==> config.mk <==
export PLATFORM = sky130hd
export DESIGN_NAME = pac_game_sequencer_flat
export DESIGN_NICKNAME = d
export VERILOG_FILES = /design/src/rtl/pac_game_sequencer_if.sv /design/src/rtl/pac_game_sequencer.sv /design/src/flat_wrapper.sv
export SDC_FILE = /design/constraint.sdc
export NUM_CORES = 1
export LEC_CHECK = 0
export CAP_MARGIN = 20
export CELL_PAD_IN_SITES_DETAIL_PLACEMENT = 0
export CELL_PAD_IN_SITES_GLOBAL_PLACEMENT = 1
export CORE_AREA = 3 3 143 145
export DETAILED_ROUTE_END_ITERATION = 8
export DIE_AREA = 0 0 146 148
export GPL_TIMING_DRIVEN = 0
export PLACE_DENSITY = 0.75
export SYNTH_ARGS = -nofsm -noshare
export SYNTH_HDL_FRONTEND = slang
export SYNTH_SLANG_ARGS = --single-unit
==> constraint.sdc <==
create_clock -name clk -period 5.65 [get_ports clk]
set_clock_uncertainty 0.1 [all_clocks]
set_input_delay 1.695 -clock clk [delete_from_list [all_inputs] [get_ports clk]]
set_output_delay 1.695 -clock clk [all_outputs]
set_load 0.005 [all_outputs]
==> src/rtl/pac_game_sequencer_if.sv <==
// Maze-wall lookup handshake between the game sequencer and the wall map.
// The sequencer holds blk_req with a stable (blk_x, blk_y) until a one-cycle
// blk_ack returns blk_wall.
interface pac_game_sequencer_if;
  logic       blk_req;
  logic [9:0] blk_x;
  logic [8:0] blk_y;
  logic       blk_ack;
  logic       blk_wall;

  modport master (output blk_req, blk_x, blk_y, input blk_ack, blk_wall);
  modport slave  (input blk_req, blk_x, blk_y, output blk_ack, blk_wall);
endinterface

==> src/rtl/pac_game_sequencer.sv <==
// Game-level controller: owns IDLE/PLAY/WIN/LOSE, chases Pac-Man with the
// ghost through a wall-lookup handshake, and keeps score, dots and lives.
module pac_game_sequencer #(
  parameter int GHOST_X0     = 200,
  parameter int GHOST_Y0     = 146,
  parameter int STEP         = 2,
  parameter int HIT_DIST     = 16,
  parameter int LIVES        = 3,
  parameter int DOTS_TOTAL   = 200,
  parameter int X_MAX        = 639,
  parameter int Y_MAX        = 479,
  parameter int FREEZE_TICKS = 32
) (
  input  logic                        clk,
  input  logic                        clrn,
  input  logic                        start,
  input  logic                        pause,
  input  logic                        move_tick,
  input  logic [9:0]                  pac_x,
  input  logic [9:0]                  pac_y,
  input  logic                        dot_eaten,
  pac_game_sequencer_if.master        blk,
  output logic [1:0]                  state,
  output logic [9:0]                  ghost_x,
  output logic [8:0]                  ghost_y,
  output logic [1:0]                  lives,
  output logic [15:0]                 score,
  output logic                        pac_reset
);

  localparam int FW = $clog2(FREEZE_TICKS + 1);

  localparam logic signed [10:0] STEP_S      = 11'(STEP);
  localparam logic signed [10:0] XMAX_S      = 11'(X_MAX);
  localparam logic signed [10:0] YMAX_S      = 11'(Y_MAX);
  localparam logic        [10:0] HIT_U       = 11'(HIT_DIST);
  localparam logic        [9:0]  GX0         = 10'(GHOST_X0);
  localparam logic        [8:0]  GY0         = 9'(GHOST_Y0);
  localparam logic        [1:0]  LIVES_INIT  = 2'(LIVES);
  localparam logic        [7:0]  DOTS_LAST   = 8'(DOTS_TOTAL - 1);
  localparam logic        [FW-1:0] FREEZE_INIT = FW'(FREEZE_TICKS);

  typedef enum logic [1:0] {
    IDLE = 2'b00,
    PLAY = 2'b01,
    WIN  = 2'b10,
    LOSE = 2'b11
  } game_t;

  typedef enum logic [1:0] {
    G_WAIT,
    G_REQ1,
    G_REQ2
  } ghost_t;

  game_t         gs;
  ghost_t        gst;
  logic          req;
  logic [9:0]    bx;
  logic [8:0]    by;
  logic [9:0]    sec_x;
  logic [8:0]    sec_y;
  logic          sec_ok;
  logic          discard;
  logic [7:0]    dots;
  logic [FW-1:0] freeze;

  logic signed [10:0] gx_s, gy_s, dx, dy, cand_x, cand_y;
  logic        [10:0] adx, ady;
  logic               x_ok, y_ok, x_first, hit_raw;
  logic        [9:0]  prim_x, sec_x_c;
  logic        [8:0]  prim_y, sec_y_c;
  logic               prim_ok, sec_ok_c;
  logic               play, dot_win, hit_eff, start_fire, drop, accept;

  assign blk.blk_req = req;
  assign blk.blk_x   = bx;
  assign blk.blk_y   = by;
  assign state       = gs;

  // Chase geometry, collision test and event qualification for this cycle.
  always_comb begin
    gx_s    = signed'({1'b0, ghost_x});
    gy_s    = signed'({2'b00, ghost_y});
    dx      = signed'({1'b0, pac_x}) - gx_s;
    dy      = signed'({1'b0, pac_y}) - gy_s;
    adx     = dx[10] ? 11'(-dx) : 11'(dx);
    ady     = dy[10] ? 11'(-dy) : 11'(dy);
    cand_x  = dx[10] ? (gx_s - STEP_S) : (gx_s + STEP_S);
    cand_y  = dy[10] ? (gy_s - STEP_S) : (gy_s + STEP_S);
    x_ok    = !cand_x[10] && (cand_x <= XMAX_S);
    y_ok    = !cand_y[10] && (cand_y <= YMAX_S);
    x_first = (adx >= ady);
    prim_x  = x_first ? cand_x[9:0] : ghost_x;
    prim_y  = x_first ? ghost_y     : cand_y[8:0];
    prim_ok = x_first ? x_ok        : y_ok;
    sec_x_c = x_first ? ghost_x     : cand_x[9:0];
    sec_y_c = x_first ? cand_y[8:0] : ghost_y;
    sec_ok_c = x_first ? y_ok       : x_ok;
    hit_raw = (adx < HIT_U) && (ady < HIT_U);

    play       = (gs == PLAY);
    dot_win    = play && dot_eaten && (dots == DOTS_LAST);
    hit_eff    = play && !pause && (freeze == '0) && hit_raw && !dot_win;
    start_fire = !play && start;
    drop       = discard || hit_eff || !play;
    accept     = play && move_tick && !pause && (freeze == '0) && !hit_eff &&
                 (gst == G_WAIT);
  end

  // Game state, counters and the ghost lookup handshake.
  always_ff @(posedge clk or negedge clrn) begin
    if (!clrn) begin
      gs        <= IDLE;
      gst       <= G_WAIT;
      ghost_x   <= GX0;
      ghost_y   <= GY0;
      lives     <= LIVES_INIT;
      score     <= '0;
      dots      <= '0;
      freeze    <= '0;
      req       <= 1'b0;
      bx        <= '0;
      by        <= '0;
      sec_x     <= '0;
      sec_y     <= '0;
      sec_ok    <= 1'b0;
      discard   <= 1'b0;
      pac_reset <= 1'b0;
    end else begin
      pac_reset <= 1'b0;

      // A hit or restart taints the in-flight lookup; the completion branches
      // below clear this again when the lookup retires.
      if ((hit_eff || start_fire) && (gst != G_WAIT))
        discard <= 1'b1;

      unique case (gst)
        G_WAIT: begin
          if (accept) begin
            sec_x  <= sec_x_c;
            sec_y  <= sec_y_c;
            sec_ok <= sec_ok_c;
            if (prim_ok) begin
              req <= 1'b1;
              bx  <= prim_x;
              by  <= prim_y;
              gst <= G_REQ1;
            end else if (sec_ok_c) begin
              req <= 1'b1;
              bx  <= sec_x_c;
              by  <= sec_y_c;
              gst <= G_REQ2;
            end
          end
        end
        G_REQ1: begin
          if (blk.blk_ack) begin
            req <= 1'b0;
            if (drop) begin
              gst     <= G_WAIT;
              discard <= 1'b0;
            end else if (!blk.blk_wall) begin
              ghost_x <= bx;
              ghost_y <= by;
              gst     <= G_WAIT;
            end else if (sec_ok) begin
              bx  <= sec_x;
              by  <= sec_y;
              gst <= G_REQ2;
            end else begin
              gst <= G_WAIT;
            end
          end
        end
        G_REQ2: begin
          // req low here is the single idle cycle after a primary wall ack
          if (!req) begin
            if (drop) begin
              gst     <= G_WAIT;
              discard <= 1'b0;
            end else begin
              req <= 1'b1;
            end
          end else if (blk.blk_ack) begin
            req     <= 1'b0;
            gst     <= G_WAIT;
            discard <= 1'b0;
            if (!drop && !blk.blk_wall) begin
              ghost_x <= bx;
              ghost_y <= by;
            end
          end
        end
        default: gst <= G_WAIT;
      endcase

      // Game-level updates come last so a spawn reset overrides a move commit.
      if (start_fire) begin
        gs        <= PLAY;
        lives     <= LIVES_INIT;
        score     <= '0;
        dots      <= '0;
        freeze    <= '0;
        ghost_x   <= GX0;
        ghost_y   <= GY0;
        pac_reset <= 1'b1;
      end else if (play) begin
        if (dot_eaten) begin
          score <= (score > 16'd65525) ? 16'hFFFF : score + 16'd10;
          dots  <= dots + 8'd1;
          if (dot_win)
            gs <= WIN;
        end
        if (hit_eff) begin
          lives     <= lives - 2'd1;
          ghost_x   <= GX0;
          ghost_y   <= GY0;
          pac_reset <= 1'b1;
          freeze    <= FREEZE_INIT;
          if (lives == 2'd1)
            gs <= LOSE;
        end else if (move_tick && !pause && (freeze != '0)) begin
          freeze <= freeze - FW'(1);
        end
      end
    end
  end

endmodule

==> src/flat_wrapper.sv <==
// flat-port wrapper written by rule: the top's interface ports become plain ports
module pac_game_sequencer_flat 
#(
  parameter int GHOST_X0     = 200,
  parameter int GHOST_Y0     = 146,
  parameter int STEP         = 2,
  parameter int HIT_DIST     = 16,
  parameter int LIVES        = 3,
  parameter int DOTS_TOTAL   = 200,
  parameter int X_MAX        = 639,
  parameter int Y_MAX        = 479,
  parameter int FREEZE_TICKS = 32
)
  (clk, clrn, start, pause, move_tick, pac_x, pac_y, dot_eaten, state, ghost_x, ghost_y, lives, score, pac_reset, blk_blk_req, blk_blk_x, blk_blk_y, blk_blk_ack, blk_blk_wall);
  pac_game_sequencer_if blk_i ();
  input  logic clk;
  input  logic clrn;
  input  logic start;
  input  logic pause;
  input  logic move_tick;
  input  logic [9:0] pac_x;
  input  logic [9:0] pac_y;
  input  logic dot_eaten;
  output logic [1:0] state;
  output logic [9:0] ghost_x;
  output logic [8:0] ghost_y;
  output logic [1:0] lives;
  output logic [15:0] score;
  output logic pac_reset;
  output wire logic [$bits(blk_i.blk_req)-1:0] blk_blk_req;
  output wire logic [$bits(blk_i.blk_x)-1:0] blk_blk_x;
  output wire logic [$bits(blk_i.blk_y)-1:0] blk_blk_y;
  input wire logic [$bits(blk_i.blk_ack)-1:0] blk_blk_ack;
  input wire logic [$bits(blk_i.blk_wall)-1:0] blk_blk_wall;
  assign blk_blk_req = blk_i.blk_req;
  assign blk_blk_x = blk_i.blk_x;
  assign blk_blk_y = blk_i.blk_y;
  assign blk_i.blk_ack = blk_blk_ack;
  assign blk_i.blk_wall = blk_blk_wall;
  pac_game_sequencer #(.GHOST_X0(GHOST_X0), .GHOST_Y0(GHOST_Y0), .STEP(STEP), .HIT_DIST(HIT_DIST), .LIVES(LIVES), .DOTS_TOTAL(DOTS_TOTAL), .X_MAX(X_MAX), .Y_MAX(Y_MAX), .FREEZE_TICKS(FREEZE_TICKS)) u_core (.clk(clk), .clrn(clrn), .start(start), .pause(pause), .move_tick(move_tick), .pac_x(pac_x), .pac_y(pac_y), .dot_eaten(dot_eaten), .blk(blk_i), .state(state), .ghost_x(ghost_x), .ghost_y(ghost_y), .lives(lives), .score(score), .pac_reset(pac_reset));
endmodule
==> results of run 1 <==
synth_stat cells (8+ instances only):
cell      instances
a21o_1           10
mux2i_1          20
o21ai_0          52
inv_1            39
nand2_1          90
o211ai_1          9
nand3_1          18
a221o_1           8
a22o_1           14
dfstp_2           8
nor2b_1          12
dfrtp_1          89
a31oi_1          11
xor2_1           18
mux2_4            8
a21oi_1          45
ha_1             51
nand4_1          10
or3_1             8
nand2b_1         11
o21a_1            9
xnor2_1          43
nor2_1           70
and3_1           15
clkbuf_1         32
nor3_1           13
mux2_1           10
o21ai_1          16
metal layers:
layer	global-route usage	wire length, um	up-vias
li1	-	-	3431
met1	0.307	11300	3351
met2	0.342	10600	173
met3	0.0297	964	28
met4	0.0475	385	0
met5	0	0	-
report_power, final:
group / leakage (nW) / switching, mW / internal, mW
clock network: 0.154 / 0.291 / 0.353
registers: 1.26 / 0.207 / 0.891
logic: 2.92 / 1.58 / 1.60
logic make-up after synthesis:
logic type | Yosys count | share of synthesized area
AOI/OAI and AO/OA | 241 | 0.221
and+or+nand+nor | 274 | 0.176
other | 1 | 0.000503
xor gates and xnor gates | 61 | 0.0717
buffers and inverters | 80 | 0.0448
muxes | 43 | 0.0656
DFF | 97 | 0.327
adders and majority gates | 54 | 0.0937
layout make-up:
| cell class | instances | area, um2 | area share |
|---|---|---|---|
| clock inverters | 7 | 83.8 | 0.00803 |
| repair buffers | 152 | 1490 | 0.143 |
| flip-flops and latches | 97 | 2440 | 0.234 |
| multi-input cells | 675 | 5440 | 0.521 |
| inverters | 42 | 185 | 0.0177 |
| plain buffers | 34 | 236 | 0.0227 |
| repair inverters | 1 | 8.76 | 0.000839 |
| clock buffers | 9 | 225 | 0.0216 |
| well taps | 265 | 332 | 0.0318 |
placed cells by master, fill, tap and decap left out, types with 19 or more instances in the layout:
master            n
mux2i_1          20
a21oi_1          31
o21ai_1          36
ha_1             35
xnor2_1          33
nor2_1           57
buf_4            53
nand2_1          89
clkbuf_1         19
inv_1            35
o21ai_0          27
dfrtp_1          89
clkdlybuf4s50_1  77
flip-flops by register name, summed over array words and instances, names as in the netlist:
name,cells
u_core.blk.blk_req,1
u_core.blk.blk_x,10
u_core.blk.blk_y,9
u_core.discard,1
u_core.dots,8
u_core.freeze,6
u_core.ghost_x,10
u_core.ghost_y,9
u_core.gst,2
u_core.lives,2
u_core.pac_reset,1
u_core.score,16
u_core.sec_ok,1
u_core.sec_x,10
u_core.sec_y,9
u_core.state,2
critical path, cell delays in order:
cell,delay [ps]
buf_8,110
inv_12,40
ha_4,120
inv_2,30
fa_2,400
a211oi_4,250
nor2_2,80
xnor2_2,150
or3_4,400
or4b_4,510
a21oi_4,190
xor2_4,200
inv_2,70
ha_4,220
a2111o_1,450
nor2_2,150
a31oi_4,150
o211ai_1,110
buf_4,160
o21ai_4,90
buf_4,170
buf_8,140
a21oi_2,140
o21ai_2,70
mux2_4,270
worst paths after layout:
path	startpoint	endpoint	slack [ps]	depth (start not counted)
worst max register to register	u_core.ghost_y[1]$_DFF_PN1_	u_core.blk.blk_x[4]$_DFFE_PN0P_	220	22
min in group asynchronous	clrn	u_core.freeze[2]$_DFFE_PN0P_	1270	1
worst min-delay path	u_core.sec_y[6]$_DFFE_PN0P_	u_core.sec_y[6]$_DFFE_PN0P_	390	2
max in group asynchronous	clrn	u_core.ghost_x[6]$_DFF_PN1_	3450	2
worst min register to register	u_core.sec_y[6]$_DFFE_PN0P_	u_core.sec_y[6]$_DFFE_PN0P_	390	2
worst max-delay path	pac_y[0]	u_core.blk.blk_x[4]$_DFFE_PN0P_	-590	25
repair_timing:
| item | in CTS | in global routing |
|---|---|---|
| pin swaps | 34 | 14 |
| cloned | 5 | 1 |
| buffers inserted | 54 | 11 |
| resized for setup | 148 | 38 |
| endpoints found under the setup margin | 72 | 51 |
==> run summary, run 1 <==
status -> finished with violations
violated checks -> setup timing
PD cells -> 471 nW/um2
syn_area_per_cell -> 8.76 um2
sinks on the clock net -> 97
max_cap viols -> 0
clk root buf -> clkbuf_16
initial antenna violation count -> 0
vias in the first global route -> 6,969
drt pass-1 iters -> 4
final worst slack -> -587 ps
H-tree depth -> 3
share of cells above drive strength 1 -> 0.238
Worst setup EP type -> register
via/cell ratio -> 5.45
clock transition at the registers of the reported paths -> 80 ps
grt total ovfl -> 0
Routed Antenna Nets -> 0
Post-Place Worst Slack -> -1990 ps
# DRC -> 0
Unique masters post-synth -> 76
main area contributors after synthesis -> dfrtp_1 30%, ha_1 8.6%, xnor2_1 5.1%
I/O Buffers -> 87
share of the yosys chip area belonging to registers -> 0.327
FMAX -> 160 MHz
TritonCTS clock tree -> done
Worst Path Required -> 5790 ps
WL per Instance -> 18.2 um
Final period util -> 1.10
initial detailed-routing violation count -> 390
final net count -> 1,094
Max Slew Vio Count -> 0
Yosys reg bits -> 97
Worst-Skew Late Latency -> 350 ps
Area Overhead vs Synth -> 40.1%
Synth Instances -> 851
Die Span Y -> 148 um
Final Instance Area -> 10,400 um2
placed cells -> 1,205
Pwr Total -> 4.92 mW
Die W -> 146 um
row cnt -> 51
min Tclk post-route -> 6240 ps
total global-route track usage -> 0.213
Async S/R FF share, synth -> 1.00
cell leakage power -> 4.34 nW
pin count of the biggest net entering global routing -> 50
gpl congestion -> 0.866
Final HPWL DP -> 16,300 um
core area -> 19,300 um2
CP Data Arrival Time -> 6380 ps
CP Class -> primary input to register
final setup vio count -> 39
number of enable flip-flop cells after synthesis -> 0
Final TNS setup -> -13,770 ps
Initial Util -> 0.385
Yosys top cell by area -> dfrtp_1
Post-synth top flop -> dfrtp_1
TritonCTS Buffers -> 9
YS warnings -> 0
Core Util, Final -> 0.540
Worst slew margin -> 0.464
final hold slack -> 391 ps
Hold-fix buffers, CTS -> 0
I/O Pins -> 88
unrepaired setup endpoints after global routing -> true
post-synth net total -> 933
Longest Clk Path Bufs -> 2
Vias -> 6,983
Post-Layout Cell Count -> 1,282
placed inst area -> 8870 um2
die area -> 21,600 um2
Peak supply drop -> 0.234 mV
antenna cells -> 0
Mapped Area -> 7450 um2
Final Hold Vio Count -> 0
share of the synthesized area in the top cell type -> 0.299
final wirelength -> 23,300 um
number of fill cells -> 1,776
type of origin of the critical path -> primary input
Critical Path Fanout Max -> 6
worst slew pin tran -> 801 ps
Hold Path Class -> register to register
first-pass GRT wire length -> 37,400 um
(Power assumes the default switching activity.)
==> run 2, diff against run 1 <==
- CORE_AREA: 3 3 143 145 -> 3 3 133 135
- DIE_AREA: 0 0 146 148 -> 0 0 136 138
- DONT_BUFFER_PORTS: default -> 1
- PLACE_DENSITY: 0.75 -> 0.76
==> run 2 against run 1 <==
The flow still finishes with violations (setup timing). Critical path depth decreased by 3. Clock-buffer cell count grew 2. Non-clock buffer count is 106 lower. Hold slack worse by 3.8 ps. Core utilization increased by 0.79 points. Sequential share of layout area up 3.5 points. First-iteration DRC count is 15% higher. Clock power down 1%. Combinational power shrank 14%. Register-to-register slack lost 120 ps. Sequential power hardly changed. Via count is 3.2% lower.
==> run summary, run 2 (synthesized netlist as in run 1, its figures left out) <==
Reg-to-Reg Start -> u_core.ghost_y[1]$_DFF_PN1_
I/O Pins -> 88
TritonCTS Buffers -> 9
placed cells -> 1,071
clock transition at the registers of the reported paths -> 70 ps
TritonCTS clock tree -> done
PD cells -> 493 nW/um2
Final HPWL DP -> 16,200 um
Comb pwr share -> 0.607
status -> finished with violations
Final Hold Vio Count -> 0
via/cell ratio -> 5.99
hold path startpoint -> u_core.sec_x[1]$_DFFE_PN0P_
row cnt -> 47
switch share -> 0.437
vias in the first global route -> 6,604
Area Overhead vs Synth -> 21.9%
final setup vio count -> 30
initial detailed-routing violation count -> 448
type of origin of the critical path -> primary input
reg2reg setup slack -> 100 ps
final worst slack -> -466 ps
Worst setup EP type -> register
first-pass GRT wire length -> 35,200 um
H-tree depth -> 3
I/O Buffers -> 0
Longest Clk Path Bufs -> 2
Hold Crit Depth -> 2
Initial Util -> 0.449
Die W -> 136 um
CP Data Arrival Time -> 6250 ps
Pwr Total -> 4.48 mW
drt pass-1 iters -> 7
FMAX -> 163 MHz
Worst slew margin -> 0.449
unrepaired setup endpoints after global routing -> true
Clock power frac -> 0.142
# DRC -> 0
Peak supply drop -> 0.265 mV
worst slew pin tran -> 823 ps
die area -> 18,800 um2
Post-Layout Cell Count -> 1,129
Routed Antenna Nets -> 0
core area -> 16,600 um2
antenna cells -> 0
share of cells above drive strength 1 -> 0.202
Sequential Power Share -> 0.251
max_cap viols -> 0
total global-route track usage -> 0.231
initial antenna violation count -> 0
Max Slew Vio Count -> 0
min Tclk post-route -> 6120 ps
pin count of the biggest net entering global routing -> 98
most frequent cells in the layout -> 89 x nand2_1, 89 x dfrtp_1, 59 x nor2_1, 44 x ha_1
Worst Path Required -> 5790 ps
Hold Path Class -> register to register
Internal Power -> 2.52 mW
final wirelength -> 22,400 um
WL per Instance -> 19.8 um
final net count -> 986
Top reg by flops -> u_core.score
Worst-Skew Late Latency -> 350 ps
max FFs per register -> 16
Die Span Y -> 138 um
R2R Path End -> u_core.blk.blk_x[1]$_DFFE_PN0P_
CP Class -> primary input to register
clk root buf -> clkbuf_16
Critical Path Fanout Max -> 10
grt total ovfl -> 0
Psw -> 1.96 mW
cell leakage power -> 3.82 nW
Final period util -> 1.08
sinks on the clock net -> 97
R2R cell count -> 20
Hold-fix buffers, CTS -> 0
Hold EP -> u_core.sec_x[1]$_DFFE_PN0P_
Vias -> 6,763
gpl congestion -> 0.886
violated checks -> setup timing
-- run 2: cell types whose count changed in the layout (fill, tap and decap cells not counted), moves of 4 or more --
cell	before	now
dlygate4sd2_1	5	0
nor2_2	8	4
buf_4	53	35
a21oi_1	31	35
ha_1	35	44
xnor2_1	33	37
ha_4	14	7
o21ai_2	4	0
buf_12	8	4
clkdlybuf4s50_1	77	0
-- run 2: layer usage --
| layer | wire (um) | track usage |
|---|---|---|
| met1 | 10000 | 0.322 |
| met2 | 10000 | 0.343 |
| met3 | 1710 | 0.0654 |
| met4 | 645 | 0.0859 |
| met5 | 0 | 0 |
-- run 2: layout make-up --
cell class              count  area (um2)
clock buffers              11         243
multi-input cells         674        5210
inverters                  42         191
repair buffers             44         410
well taps                 220         275
plain buffers              36         255
fillers                  1536        7500
flip-flops and latches     97        2440
clock inverters             5        63.8
-- run 2: critical path, cell delays in order --
cell	delay, ps
clkinv_16	20
ha_4	120
inv_2	30
fa_2	390
a211oi_4	270
nor2_2	90
xnor2_2	140
or3_4	390
or4b_4	500
a21oi_4	210
xor2_4	200
inv_2	80
ha_4	220
a2111o_1	450
nor2_2	140
a31oi_4	140
o211ai_1	220
o21ai_4	150
clkbuf_8	210
xnor2_1	140
o21ai_1	100
mux2_1	320
-- run 2: power groups by stage --
stage / logic, mW / clock network, mW / registers (mW)
final: 2.72 / 0.637 / 1.12
after global routing: 2.95 / 0.674 / 1.16
after CTS: 2.40 / 0.643 / 1.12
after detailed placement: 2.07 / 0 / 1.13
after global placement: 2.02 / 0 / 1.12
after floorplan: 1.63 / 0 / 1.05
-- run 2: per-stage QoR --
step	instance area (um2)	worst slack, ps	util	hold slack, ps	setup TNS (ps)
2_1_floorplan	7640	-646	-	350	-13810
3_3_place_gp	7920	-1430	0.477	366	-68080
3_5_place_dp	7920	-1510	0.478	376	-67520
4_1_cts	8640	-411	0.521	392	-7910
5_1_grt	9080	-623	0.548	421	-12990
6_report	9080	-466	0.548	387	-7900
-- run 2: worst max-delay path by stage --
stage                     startpoint                               to  slack [ps]  cells past startpoint
after floorplan             pac_y[0]  u_core.blk.blk_y[7]$_DFFE_PN0P_        -650                     23
after global placement      pac_y[0]  u_core.blk.blk_x[8]$_DFFE_PN0P_       -1430                     23
after detailed placement    pac_y[0]  u_core.blk.blk_x[8]$_DFFE_PN0P_       -1510                     23
after CTS                   pac_y[0]  u_core.blk.blk_y[5]$_DFFE_PN0P_        -410                     23
after global routing        pac_y[0]  u_core.blk.blk_x[5]$_DFFE_PN0P_        -620                     27
final                       pac_y[0]  u_core.blk.blk_x[1]$_DFFE_PN0P_        -470                     22
-- run 2: repair_timing --
| action | in CTS | in global routing |
|---|---|---|
| setup endpoints to repair | 67 | 60 |
| gates resized for setup | 54 | 74 |
| setup buffers | 27 | 19 |
| cloned | 0 | 1 |
| pin swaps | 18 | 15 |
| hold endpoints to repair | 0 | 0 |
==> run 3, diff against run 2 <==
- CORE_AREA: 3 3 133 135 -> 3 3 123 125
- DIE_AREA: 0 0 136 138 -> 0 0 126 128
- PLACE_DENSITY: 0.76 -> 0.84
- clock period: 5.65 -> 7.9 ns (I/O delays scaled with it)
==> run 3 against run 2 <==
Critical path depth increased by 1. Hold slack got worse by 1.4 ps. Setup slack improved by 750 ps. Die area decreased by 14%. The flow now finishes without violations. Core utilization increased by 2.9 points. Non-clock buffer count decreased by 40. Clock power decreased by 21%. Highest routed layer unchanged. First-iteration DRC count increased by 56%.
==> run summary, run 3 (synthesized netlist as in run 1, its figures left out) <==
row cnt -> 43
slowest stage delay, CP -> 480 ps
share of cells above drive strength 1 -> 0.0736
clk root buf -> clkbuf_16
Post-Place Worst Slack -> -784 ps
WL per Instance -> 19.4 um
most frequent cells in the layout -> 90 x nand2_1, 89 x dfrtp_1, 70 x nor2_1, 52 x o21ai_0, 51 x ha_1
Worst Path Required -> 8030 ps
final net count -> 946
TritonCTS Buffers -> 9
# DRC -> 0
via/cell ratio -> 6.18
commonest non-fill, non-tap cell in the layout -> nand2_1
Initial Util -> 0.533
initial detailed-routing violation count -> 697
Core Util, Final -> 0.577
grt total ovfl -> 0
Internal Power -> 1.56 mW
Die Span Y -> 128 um
total global-route track usage -> 0.251
final worst slack -> 280 ps
Final Hold Vio Count -> 0
unrepaired setup endpoints after global routing -> false
I/O Buffers -> 0
Final HPWL DP -> 15,500 um
min Tclk post-route -> 7620 ps
initial antenna violation count -> 0
Comb pwr share -> 0.528
vias in the first global route -> 6,306
Clock power frac -> 0.182
Max Slew Vio Count -> 0
I/O Pins -> 88
drt pass-1 iters -> 5
Worst setup EP type -> register
type of origin of the critical path -> primary input
Final period util -> 0.965
switch share -> 0.434
Worst-Skew Late Latency -> 350 ps
PD cells -> 340 nW/um2
Critical Path Fanout Max -> 10
Psw -> 1.19 mW
worst slew pin tran -> 869 ps
number of fill cells -> 1,279
gpl congestion -> 0.874
Routed Antenna Nets -> 0
cell leakage power -> 3.48 nW
max_cap viols -> 0
die area -> 16,100 um2
antenna cells -> 0
Vias -> 6,487
Die W -> 126 um
status -> finished, final reports clean
sinks on the clock net -> 97
clock transition at the registers of the reported paths -> 60 ps
Peak supply drop -> 0.174 mV
H-tree depth -> 3
Crit-path slowest cell -> or4b_1
Hold Path Class -> register to register
max FFs per register -> 16
FMAX -> 131 MHz
Sequential Power Share -> 0.290
TritonCTS clock tree -> done
core area -> 14,000 um2
final setup vio count -> 0
Top reg by flops -> u_core.score
Longest Clk Path Bufs -> 2
most used cell, CP -> nor2_1
CP Class -> primary input to register
crit-path cells -> inv_1, ha_1, inv_1, fa_1, a211oi_1, nor2_1, xnor2_1, or3_1, or4b_1, a21oi_1, xor2_2, inv_2, ha_1, a2111o_1, nor2_1, a31oi_2, o211ai_1, o21ai_2, clkbuf_2, nor2_1, xnor2_1, o21ai_0, mux2_4
Worst slew margin -> 0.416
pin count of the biggest net entering global routing -> 98
CP Data Arrival Time -> 7750 ps
first-pass GRT wire length -> 33,000 um
Area Overhead vs Synth -> 8.33%
final wirelength -> 20,400 um
## run 3: changes by cell type in the layout (fill, tap and decap cells not counted), sizes merged
cell / before / now
clkinv: 2 / 1
bufinv: 1 / 3
buf: 50 / 8
clkbuf: 41 / 43
inv: 43 / 42
## run 3: through the flow
step	cells	power, mW	hold slack, ps	area [um2]	setup TNS (ps)
2_1_floorplan	851	1.85	350	7450	0
3_3_place_gp	1031	2.16	363	7680	-10830
3_5_place_dp	1031	2.21	375	7680	-12970
4_1_cts	1047	2.73	390	8050	0
5_1_grt	1049	2.96	420	8070	0
6_report	1049	2.75	385	8070	0
## run 3: timing repair
item	CTS	global route
endpoints found under the setup margin	20	20
resized for setup	5	3
setup buffers	0	2
hold buffers	0	0
## run 3: worst paths after layout
| path | end | start | cells past startpoint | slack (ps) |
|---|---|---|---|---|
| hold reg to reg | u_core.sec_y[1]$_DFFE_PN0P_ | u_core.sec_y[1]$_DFFE_PN0P_ | 2 | 390 |
| hold / removal | u_core.sec_y[1]$_DFFE_PN0P_ | u_core.sec_y[1]$_DFFE_PN0P_ | 2 | 390 |
| setup / recovery | u_core.blk.blk_y[7]$_DFFE_PN0P_ | pac_y[0] | 23 | 280 |
| setup reg to reg | u_core.blk.blk_y[7]$_DFFE_PN0P_ | u_core.ghost_y[1]$_DFF_PN1_ | 21 | 1660 |
| max in group asynchronous | u_core.ghost_x[3]$_DFF_PN1_ | clrn | 0 | 5830 |
| min in group asynchronous | u_core.blk.blk_y[5]$_DFFE_PN0P_ | clrn | 0 | 1620 |
## run 3: worst max-delay path: cells and delay by family
kind / cells / cell delay [ps]
buffers and inverters: 4 / 470
and+or+nand+nor: 5 / 1360
AOI/OAI and AO/OA: 7 / 1750
xor gates and xnor gates: 3 / 590
adders and majority gates: 3 / 900
muxes: 1 / 290
## run 3: cell type report
cell class	count	area [um2]	share of cell area
Timing Repair Buffer	2	15.0	0.00186
Clock buffer	11	243	0.0301
Tap cell	180	225	0.0279
Sequential cell	97	2440	0.302
Clock inverter	5	103	0.0127
Multi-Input combinational cell	674	4710	0.584
Inverter	42	160	0.0198
Buffer	38	178	0.0220
## run 3: metal layers
metal  track usage  wire length [um]  part of all wire  vias to the layer above
met5             0                 0                 0                        -
li1              -                 -                 -                     3115
met4        0.0618               364             0.018                        0
met2         0.398              9240              0.45                      217
met1         0.348              9300              0.46                     3128
met3        0.0625              1450             0.071                       27
## run 3: power by group through the flow
| stage | Clock (mW) | Sequential, mW | Combinational, mW |
|---|---|---|---|
| after floorplan | 0 | 0.745 | 1.10 |
| after global placement | 0 | 0.799 | 1.36 |
| after detailed placement | 0 | 0.806 | 1.41 |
| after CTS | 0.509 | 0.798 | 1.43 |
| after global routing | 0.529 | 0.818 | 1.61 |
| final | 0.501 | 0.797 | 1.45 |
